[src/rtl/ram_port_arbiter.sv]
// Two-client round-robin arbiter with optional lock, driving a 16x8 dual-port RAM.
// Registered command outputs; read data returns two cycles after grant with a client tag.
//
// state | meaning
// IDLE  | no ownership, normal round-robin arbitration
// OWN0  | client 0 granted with lock0 high; exclusive while lock0 stays high
// OWN1  | client 1 granted with lock1 high; exclusive while lock1 stays high
module ram_port_arbiter #(
    parameter int ADDR_W = 4,
    parameter int DATA_W = 8
) (
    input  logic              clk,
    input  logic              rst,
    input  logic              req0,
    input  logic              req1,
    input  logic              wr0,
    input  logic              wr1,
    input  logic              lock0,
    input  logic              lock1,
    input  logic [ADDR_W-1:0] addr0,
    input  logic [ADDR_W-1:0] addr1,
    input  logic [DATA_W-1:0] wdata0,
    input  logic [DATA_W-1:0] wdata1,
    output logic              gnt0,
    output logic              gnt1,
    output logic              rvalid0,
    output logic              rvalid1,
    output logic [DATA_W-1:0] rdata,
    output logic              mem_we,
    output logic              mem_re,
    output logic [ADDR_W-1:0] mem_waddr,
    output logic [ADDR_W-1:0] mem_raddr,
    output logic [DATA_W-1:0] mem_wdata,
    input  logic [DATA_W-1:0] mem_rdata
);

    typedef enum logic [1:0] {
        IDLE = 2'd0,
        OWN0 = 2'd1,
        OWN1 = 2'd2
    } state_t;

    state_t            state_q, state_d;
    logic              last_q, last_d;
    logic              gnt0_q, gnt0_d;
    logic              gnt1_q, gnt1_d;
    logic              mem_we_q, mem_we_d;
    logic              mem_re_q, mem_re_d;
    logic [ADDR_W-1:0] mem_waddr_q, mem_waddr_d;
    logic [ADDR_W-1:0] mem_raddr_q, mem_raddr_d;
    logic [DATA_W-1:0] mem_wdata_q, mem_wdata_d;
    logic [1:0]        tag_vld_q, tag_vld_d;
    logic [1:0]        tag_id_q, tag_id_d;
    logic              rvalid0_q, rvalid0_d;
    logic              rvalid1_q, rvalid1_d;
    logic [DATA_W-1:0] rdata_q, rdata_d;

    logic              excl0, excl1;
    logic              grant_any, grant_id;
    logic              sel_wr, sel_lock;
    logic [ADDR_W-1:0] sel_addr;
    logic [DATA_W-1:0] sel_wdata;

    // Lock is honoured only while the owner keeps its lock input high.
    always_comb begin
        excl0     = (state_q == OWN0) && lock0;
        excl1     = (state_q == OWN1) && lock1;
        grant_any = 1'b0;
        grant_id  = 1'b0;
        if (excl0) begin
            grant_any = req0;
            grant_id  = 1'b0;
        end else if (excl1) begin
            grant_any = req1;
            grant_id  = 1'b1;
        end else if (req0 && req1) begin
            grant_any = 1'b1;
            grant_id  = ~last_q;
        end else if (req0) begin
            grant_any = 1'b1;
            grant_id  = 1'b0;
        end else if (req1) begin
            grant_any = 1'b1;
            grant_id  = 1'b1;
        end
    end

    always_comb begin
        sel_wr    = grant_id ? wr1    : wr0;
        sel_lock  = grant_id ? lock1  : lock0;
        sel_addr  = grant_id ? addr1  : addr0;
        sel_wdata = grant_id ? wdata1 : wdata0;
    end

    always_comb begin
        state_d = IDLE;
        last_d  = last_q;
        if (grant_any) begin
            last_d = grant_id;
            if (sel_lock) begin
                state_d = grant_id ? OWN1 : OWN0;
            end
        end else if ((excl0 || excl1) && (req0 || req1)) begin
            // owner is locked but momentarily idle while the other client waits
            state_d = state_q;
        end
    end

    always_comb begin
        gnt0_d      = grant_any && !grant_id;
        gnt1_d      = grant_any && grant_id;
        mem_we_d    = grant_any && sel_wr;
        mem_re_d    = grant_any && !sel_wr;
        mem_waddr_d = mem_waddr_q;
        mem_wdata_d = mem_wdata_q;
        mem_raddr_d = mem_raddr_q;
        if (grant_any && sel_wr) begin
            mem_waddr_d = sel_addr;
            mem_wdata_d = sel_wdata;
        end
        if (grant_any && !sel_wr) begin
            mem_raddr_d = sel_addr;
        end
        tag_vld_d = {tag_vld_q[0], grant_any && !sel_wr};
        tag_id_d  = {tag_id_q[0], grant_id};
        rvalid0_d = tag_vld_q[1] && !tag_id_q[1];
        rvalid1_d = tag_vld_q[1] && tag_id_q[1];
        rdata_d   = tag_vld_q[1] ? mem_rdata : rdata_q;
    end

    always_ff @(posedge clk or negedge rst) begin
        if (!rst) begin
            state_q     <= IDLE;
            last_q      <= 1'b1;
            gnt0_q      <= 1'b0;
            gnt1_q      <= 1'b0;
            mem_we_q    <= 1'b0;
            mem_re_q    <= 1'b0;
            mem_waddr_q <= '0;
            mem_raddr_q <= '0;
            mem_wdata_q <= '0;
            tag_vld_q   <= '0;
            tag_id_q    <= '0;
            rvalid0_q   <= 1'b0;
            rvalid1_q   <= 1'b0;
            rdata_q     <= '0;
        end else begin
            state_q     <= state_d;
            last_q      <= last_d;
            gnt0_q      <= gnt0_d;
            gnt1_q      <= gnt1_d;
            mem_we_q    <= mem_we_d;
            mem_re_q    <= mem_re_d;
            mem_waddr_q <= mem_waddr_d;
            mem_raddr_q <= mem_raddr_d;
            mem_wdata_q <= mem_wdata_d;
            tag_vld_q   <= tag_vld_d;
            tag_id_q    <= tag_id_d;
            rvalid0_q   <= rvalid0_d;
            rvalid1_q   <= rvalid1_d;
            rdata_q     <= rdata_d;
        end
    end

    assign gnt0      = gnt0_q;
    assign gnt1      = gnt1_q;
    assign rvalid0   = rvalid0_q;
    assign rvalid1   = rvalid1_q;
    assign rdata     = rdata_q;
    assign mem_we    = mem_we_q;
    assign mem_re    = mem_re_q;
    assign mem_waddr = mem_waddr_q;
    assign mem_raddr = mem_raddr_q;
    assign mem_wdata = mem_wdata_q;

endmodule

[config.mk]
export PLATFORM = sky130hd
export DESIGN_NAME = ram_port_arbiter
export DESIGN_NICKNAME = d
export VERILOG_FILES = /design/src/rtl/ram_port_arbiter.sv
export SDC_FILE = /design/constraint.sdc
export NUM_CORES = 1
export LEC_CHECK = 0
export CORE_ASPECT_RATIO = 1.5
export CORE_MARGIN = 10
export CORE_UTILIZATION = 39
export CTS_BUF_LIST = sky130_fd_sc_hd__clkbuf_8
export DETAILED_ROUTE_END_ITERATION = 6
export GPL_TIMING_DRIVEN = 0
export PLACE_DENSITY = 0.88
export SLEW_MARGIN = 40
export SYNTH_ARGS = -nofsm -noshare
export SYNTH_HDL_FRONTEND = slang
export SYNTH_SLANG_ARGS = --single-unit
[constraint.sdc]
create_clock -name clk -period 1.6 [get_ports clk]
set_input_delay 0.16 -clock clk [delete_from_list [all_inputs] [get_ports clk]]
set_output_delay 0.16 -clock clk [all_outputs]
set_load 0.05 [all_outputs]
Word-level counts from Yosys, hierarchy flattened
Cells that the tools add are included.

operators by class
  equality and inequality tests = 3
  multiplexer cells = 17
  bitwise logic cells = 1
  reduce and logical (&&, ||, !) cells = 15

operators with widths
  kind                                                                    number
  1-bit two-way mux                                                       11
  1-bit logical AND                                                       10
  2-bit two-way mux                                                       4
  8-bit two-way mux                                                       1
  4-bit two-way mux                                                       1
  1-bit logical NOT                                                       3
  2-bit by 1-bit equality test with 1-bit output (second input constant)  1
  2-bit equality test (second input constant)                             1
  1-bit logical OR                                                        2
  2-bit inequality test (second input constant)                           1
  1-bit inverter                                                          1

word-level totals
  register bits after elaboration = 37
  input port bits = 40
  output and inout port bits = 30
  word-level logic and storage cells = 50

Logic depth before layout (Yosys ltp)
  depth in word-level cells = 8
  gate-level depth with buffers = 6
  depth with buffers taken out = 5

Worst setup path after synthesis
No wires, ideal clock.

  kind = register -> register
  from = register state_q[0]
  to = register mem_waddr_q[0] (netlist: mem_waddr[0])
  setup time = 125 ps
  arrival = 1,626 ps
  data required time = 1,475 ps
  setup slack = -151 ps
  cell stages (with the launch flop) = 7
  path buffers = 1
  clock period less this slack = 1,751 ps
  cell sequence = dfrtp_1 > nand3b_1 > a21o_4 > inv_6 > mux2i_4 > buf_6 > mux2_4

between the ends
  cells in the longest elaborated chain, start to end = 6
  elaborated cells on any way between the ends = 11
  classes of those cells = eq/ne: 2; mux: 6; reduce/logical: 3

RTL lines
  what                    RTL line  RTL
  from (decl)             43        state_t state_q, state_d;
  from (signal assigned)  148       state_q <= state_d;
  2-bit equality test     67        excl1 = (state_q == OWN1) && lock1;
  1-bit logical AND       67
  1-bit two-way mux       73        end else if (excl1) begin
  1-bit two-way mux *     70        if (excl0) begin
  named net grant_id      59        logic grant_any, grant_id;
  1-bit two-way mux *     89        sel_wr = grant_id ? wr1 : wr0;
  1-bit logical AND *     -
  named net mem_we_d      47        logic mem_we_q, mem_we_d;
  to (signal assigned)    154       mem_waddr_q <= mem_waddr_d;
  to (decl)               49        logic [ADDR_W-1:0] mem_waddr_q, mem_waddr_d;

The timed path passes the listed nets; every way through them passes the cells marked *.
A chain may end at the register's enable or synchronous reset.

Worst setup path in the final report
  from = register state_q[1]
  to = register mem_wdata_q[0] (netlist: mem_wdata[0])

between the ends
  cells in the longest elaborated chain, start to end = 6
  elaborated cells on any way between the ends = 11
  classes of those cells = eq/ne: 2; mux: 6; reduce/logical: 3

RTL lines
  what                  RTL line  RTL
  2-bit equality test   67
  1-bit logical AND     67
  1-bit two-way mux     73
  1-bit two-way mux     70
  1-bit two-way mux     89
  1-bit logical AND     117       if (grant_any && sel_wr) begin
  to (signal assigned)  156       mem_wdata_q <= mem_wdata_d;
  to (decl)             51        logic [DATA_W-1:0] mem_wdata_q, mem_wdata_d;

Parallel ways exist; a longest one is shown, timed or not.

==> load_flow_metrics.sql <==
INSERT INTO impl_metrics (metric_group, metric, value, unit) VALUES
('run_status', 'outcome', 'complete, but fails checks', ''),
('run_status', 'violations', 'negative setup slack', ''),
('critical_path', 'r2r-start', 'state_q[1]', ''),
('final_layout', 'area_growth_syn_to_layout', '62.8', '%'),
('global_routing', 'initial_antenna_violation_count', '0', ''),
('pwr', 'clock_power_share', '19.6', '%'),
('synthesis', 'synth_area', '1580', 'sq um'),
('synthesis', 'yosys_register_bits', '36', ''),
('routing', 'dr_total_vias', '1165', ''),
('final_layout', 'postLayoutCellArea', '2570', 'sq um'),
('synthesis', 'dominantRegCellSynth', 'dfrtp_1', ''),
('critical_path', 'worst_path_dominant_cell_family', 'multiplexers', ''),
('die', 'initial_utilization', '40.3', '%'),
('clock_network', 'worst_skew_pair_later_pin_latency', '0.29', 'ns'),
('timing', 'fin_crit_sh', '113', '%'),
('clock_network', 'cts.path.max_buffers', '2', ''),
('critical_path', 'critical_path_required', '1.78', 'ns'),
('pwr', 'combinationalPowerShare', '48.0', '%'),
('final_layout', 'final_core_util', '65.6', '%'),
('clock_network', 'cts_tree', 'done', ''),
('routing', 'mean_number_of_vias_per_cell', '5.09', ''),
('clock_network', 'clkSinkCount', '36', ''),
('pwr', 'peak_supply_drop', '1180', 'uV'),
('pwr', 'p_leak', '1.21', 'nW'),
('routing', 'drt_wl_total', '4540', 'um'),
('die', 'std_cell_rows', '28', ''),
('final_layout', 'layout.filler_cells', '311', ''),
('critical_path', 'critical_path_buf_inv_count', '1', ''),
('timing', 'fin_tns_setup', '-2.99', 'ns'),
('global_routing', 'grt_first_pass_wirelength', '7130', 'um'),
('die', 'fp.dieArea', '7050', 'sq um'),
('critical_path', 'crit_fanout', '5', ''),
('timing', 'slew-limit-headroom', '65.0', '%'),
('die', 'core_area', '3920', 'sq um'),
('global_routing', 'maximum_number_of_pins_on_one_net_before_global_route_repair', '20', ''),
('die', 'chipWidth', '72.0', 'um'),
('timing', 'fmaxAchievable', '552', 'MHz'),
('global_routing', 'number_of_global_route_vias_before_repair', '1348', ''),
('final_layout', 'multi_input_area', '673', 'sq um'),
('synthesis', 'syn-num-nets', '137', ''),
('job', 'cap_viol_max_count', '0', ''),
('final_layout', 'layout.area.seq', '902', 'sq um'),
('min_path', 'hold_class', 'input pin to async pin', ''),
('timing', 'smallest_setup_slack_after_layout', '-0.213', 'ns'),
('critical_path', 'startpoint_type', 'flip-flop', ''),
('placed_design', 'detailed_place_hpwl', '3640', 'um'),
('final_layout', 'drive_above_1_share', '34.2', '%'),
('critical_path', 'critical-path-max-stage-delay', '0.43', 'ns'),
('critical_path', 'arrival', '1.99', 'ns'),
('synthesis', 'synthDistinctLibCells', '24', ''),
('synthesis', 'syn-mean-instance-area', '16.3', 'sq um'),
('timing', 'fin_skew', '0.00224', 'ns'),
('placed_design', 'io_buffer_count', '69', ''),
('routing', 'detailedRoute.firstIterationViolations', '40', ''),
('critical_path', 'worstSetupEndpointType', 'flip-flop', ''),
('timing', 'setup_repair_after_global_routing_missed_its_margin', 'true', ''),
('final_layout', 'num_antenna_cells', '0', ''),
('synthesis', 'synth_enable_flop_cells', '0', ''),
('timing', 'finalMaxSlewViolations', '0', ''),
('pwr', 'power_switching', '1.61', 'mW'),
('placed_design', 'detailed_place.area', '2360', 'sq um'),
('final_layout', 'most_common_library_cell_in_the_layout_ignoring_fill_and_taps', 'clkdlybuf4s50_1', ''),
('pwr', 'intPower', '2.36', 'mW'),
('synthesis', 'postSynthCellCount', '97', ''),
('timing', 'finalSetupViolations', '16', ''),
('synthesis', 'yosysWarningCount', '0', ''),
('final_layout', 'layout_common_cells', '38 x clkdlybuf4s50_1, 35 x dfrtp_1, 29 x dlygate4sd2_1, 20 x mux2_4, 16 x mux2_2', ''),
('die', 'ios', '70', ''),
('placed_design', 'dp_worst_setup_slack', '-0.610', 'ns'),
('critical_path', 'startpoint', 'state_q[1]', ''),
('timing', 'hold_violations', '0', '');
-- worst paths after layout --
path / end / slack [ns] / cells past startpoint
min in group clk: tag_id_q[1] / 0.35 / 0
hold / removal: rdata[3] / 0.35 / 2
max in group asynchronous: last_q / 0.73 / 3
setup / recovery: mem_wdata[0] / -0.21 / 5
setup reg to reg: mem_wdata[0] / -0.21 / 5
hold reg to reg: tag_id_q[1] / 0.35 / 0
-- per-stage QoR --
step,total power [mW],hold WS (ns),cells
5_1_grt,4.12,0.369,229
3_5_place_dp,3.28,0.128,212
3_3_place_gp,3.21,0.332,211
4_1_cts,3.98,0.354,228
6_report,3.98,0.345,229
2_1_floorplan,2.56,-0.136,97
-- flip-flops by register name, summed over array words and instances, names as in the netlist --
name       count
gnt1           1
rdata          8
rvalid0        1
tag_id_q       2
gnt0           1
state_q        2
tag_vld_q      2
last_q         1
mem_wdata      8
mem_we         1
mem_waddr      4
mem_raddr      4
rvalid1        1
-- layer usage --
layer / GRT usage (%) / part of all wire (%)
met1: 12.6 / 36
met2: 23.2 / 53
met3: 6.18 / 8.9
met4: 4.48 / 2.0
met5: 0 / 0
-- logic make-up (layout without fill, tap and decap cells) --
| group | Yosys count | after routing | synth area share [%] |
|---|---|---|---|
| buffers and inverters | 5 | 92 | 2.45 |
| flip-flops | 36 | 36 | 57.1 |
| multiplexers | 37 | 37 | 30.2 |
| AO/OA/AOI/OAI | 7 | 7 | 5.07 |
| AND/OR/NAND/NOR | 12 | 12 | 5.23 |
-- cell type report --
class | count | area share [%]
Tap cell | 45 | 2.19
Buffer | 3 | 1.51
Clock inverter | 3 | 1.51
Sequential cell | 36 | 35.1
Timing Repair Buffer | 79 | 30.4
Clock buffer | 5 | 2.68
Inverter | 2 | 0.486
Multi-Input combinational cell | 56 | 26.2
-- synthesized netlist by cell type, types with 2 or more instances --
library cell | count | area share, %
a32o_1 | 2 | 1.3
buf_6 | 2 | 1.4
dfrtp_1 | 35 | 55
mux2_2 | 23 | 16
mux2_4 | 13 | 12
nand4_1 | 2 | 0.79
nand4bb_1 | 2 | 1.4
nor2_1 | 2 | 0.48
-- repair_timing --
item | in CTS | in global routing
setup buffers | 6 | 1
hold endpoints to repair | 17 | 0
resized for setup | 33 | 8
endpoints found under the setup margin | 46 | 18
gates cloned | 1 | 0
pin swaps | 1 | 0
hold buffers | 1 | 0
-- power groups by stage --
stage               clock [mW]  sequential [mW]  combinational (mW)
floorplan                    0             2.07               0.490
global placement             0             1.29                1.92
detailed placement           0             1.31                1.97
CTS                      0.790             1.29                1.90
global route             0.816             1.32                1.99
finish                   0.777             1.29                1.91
No activity file was read; power rests on OpenSTA's default activity.
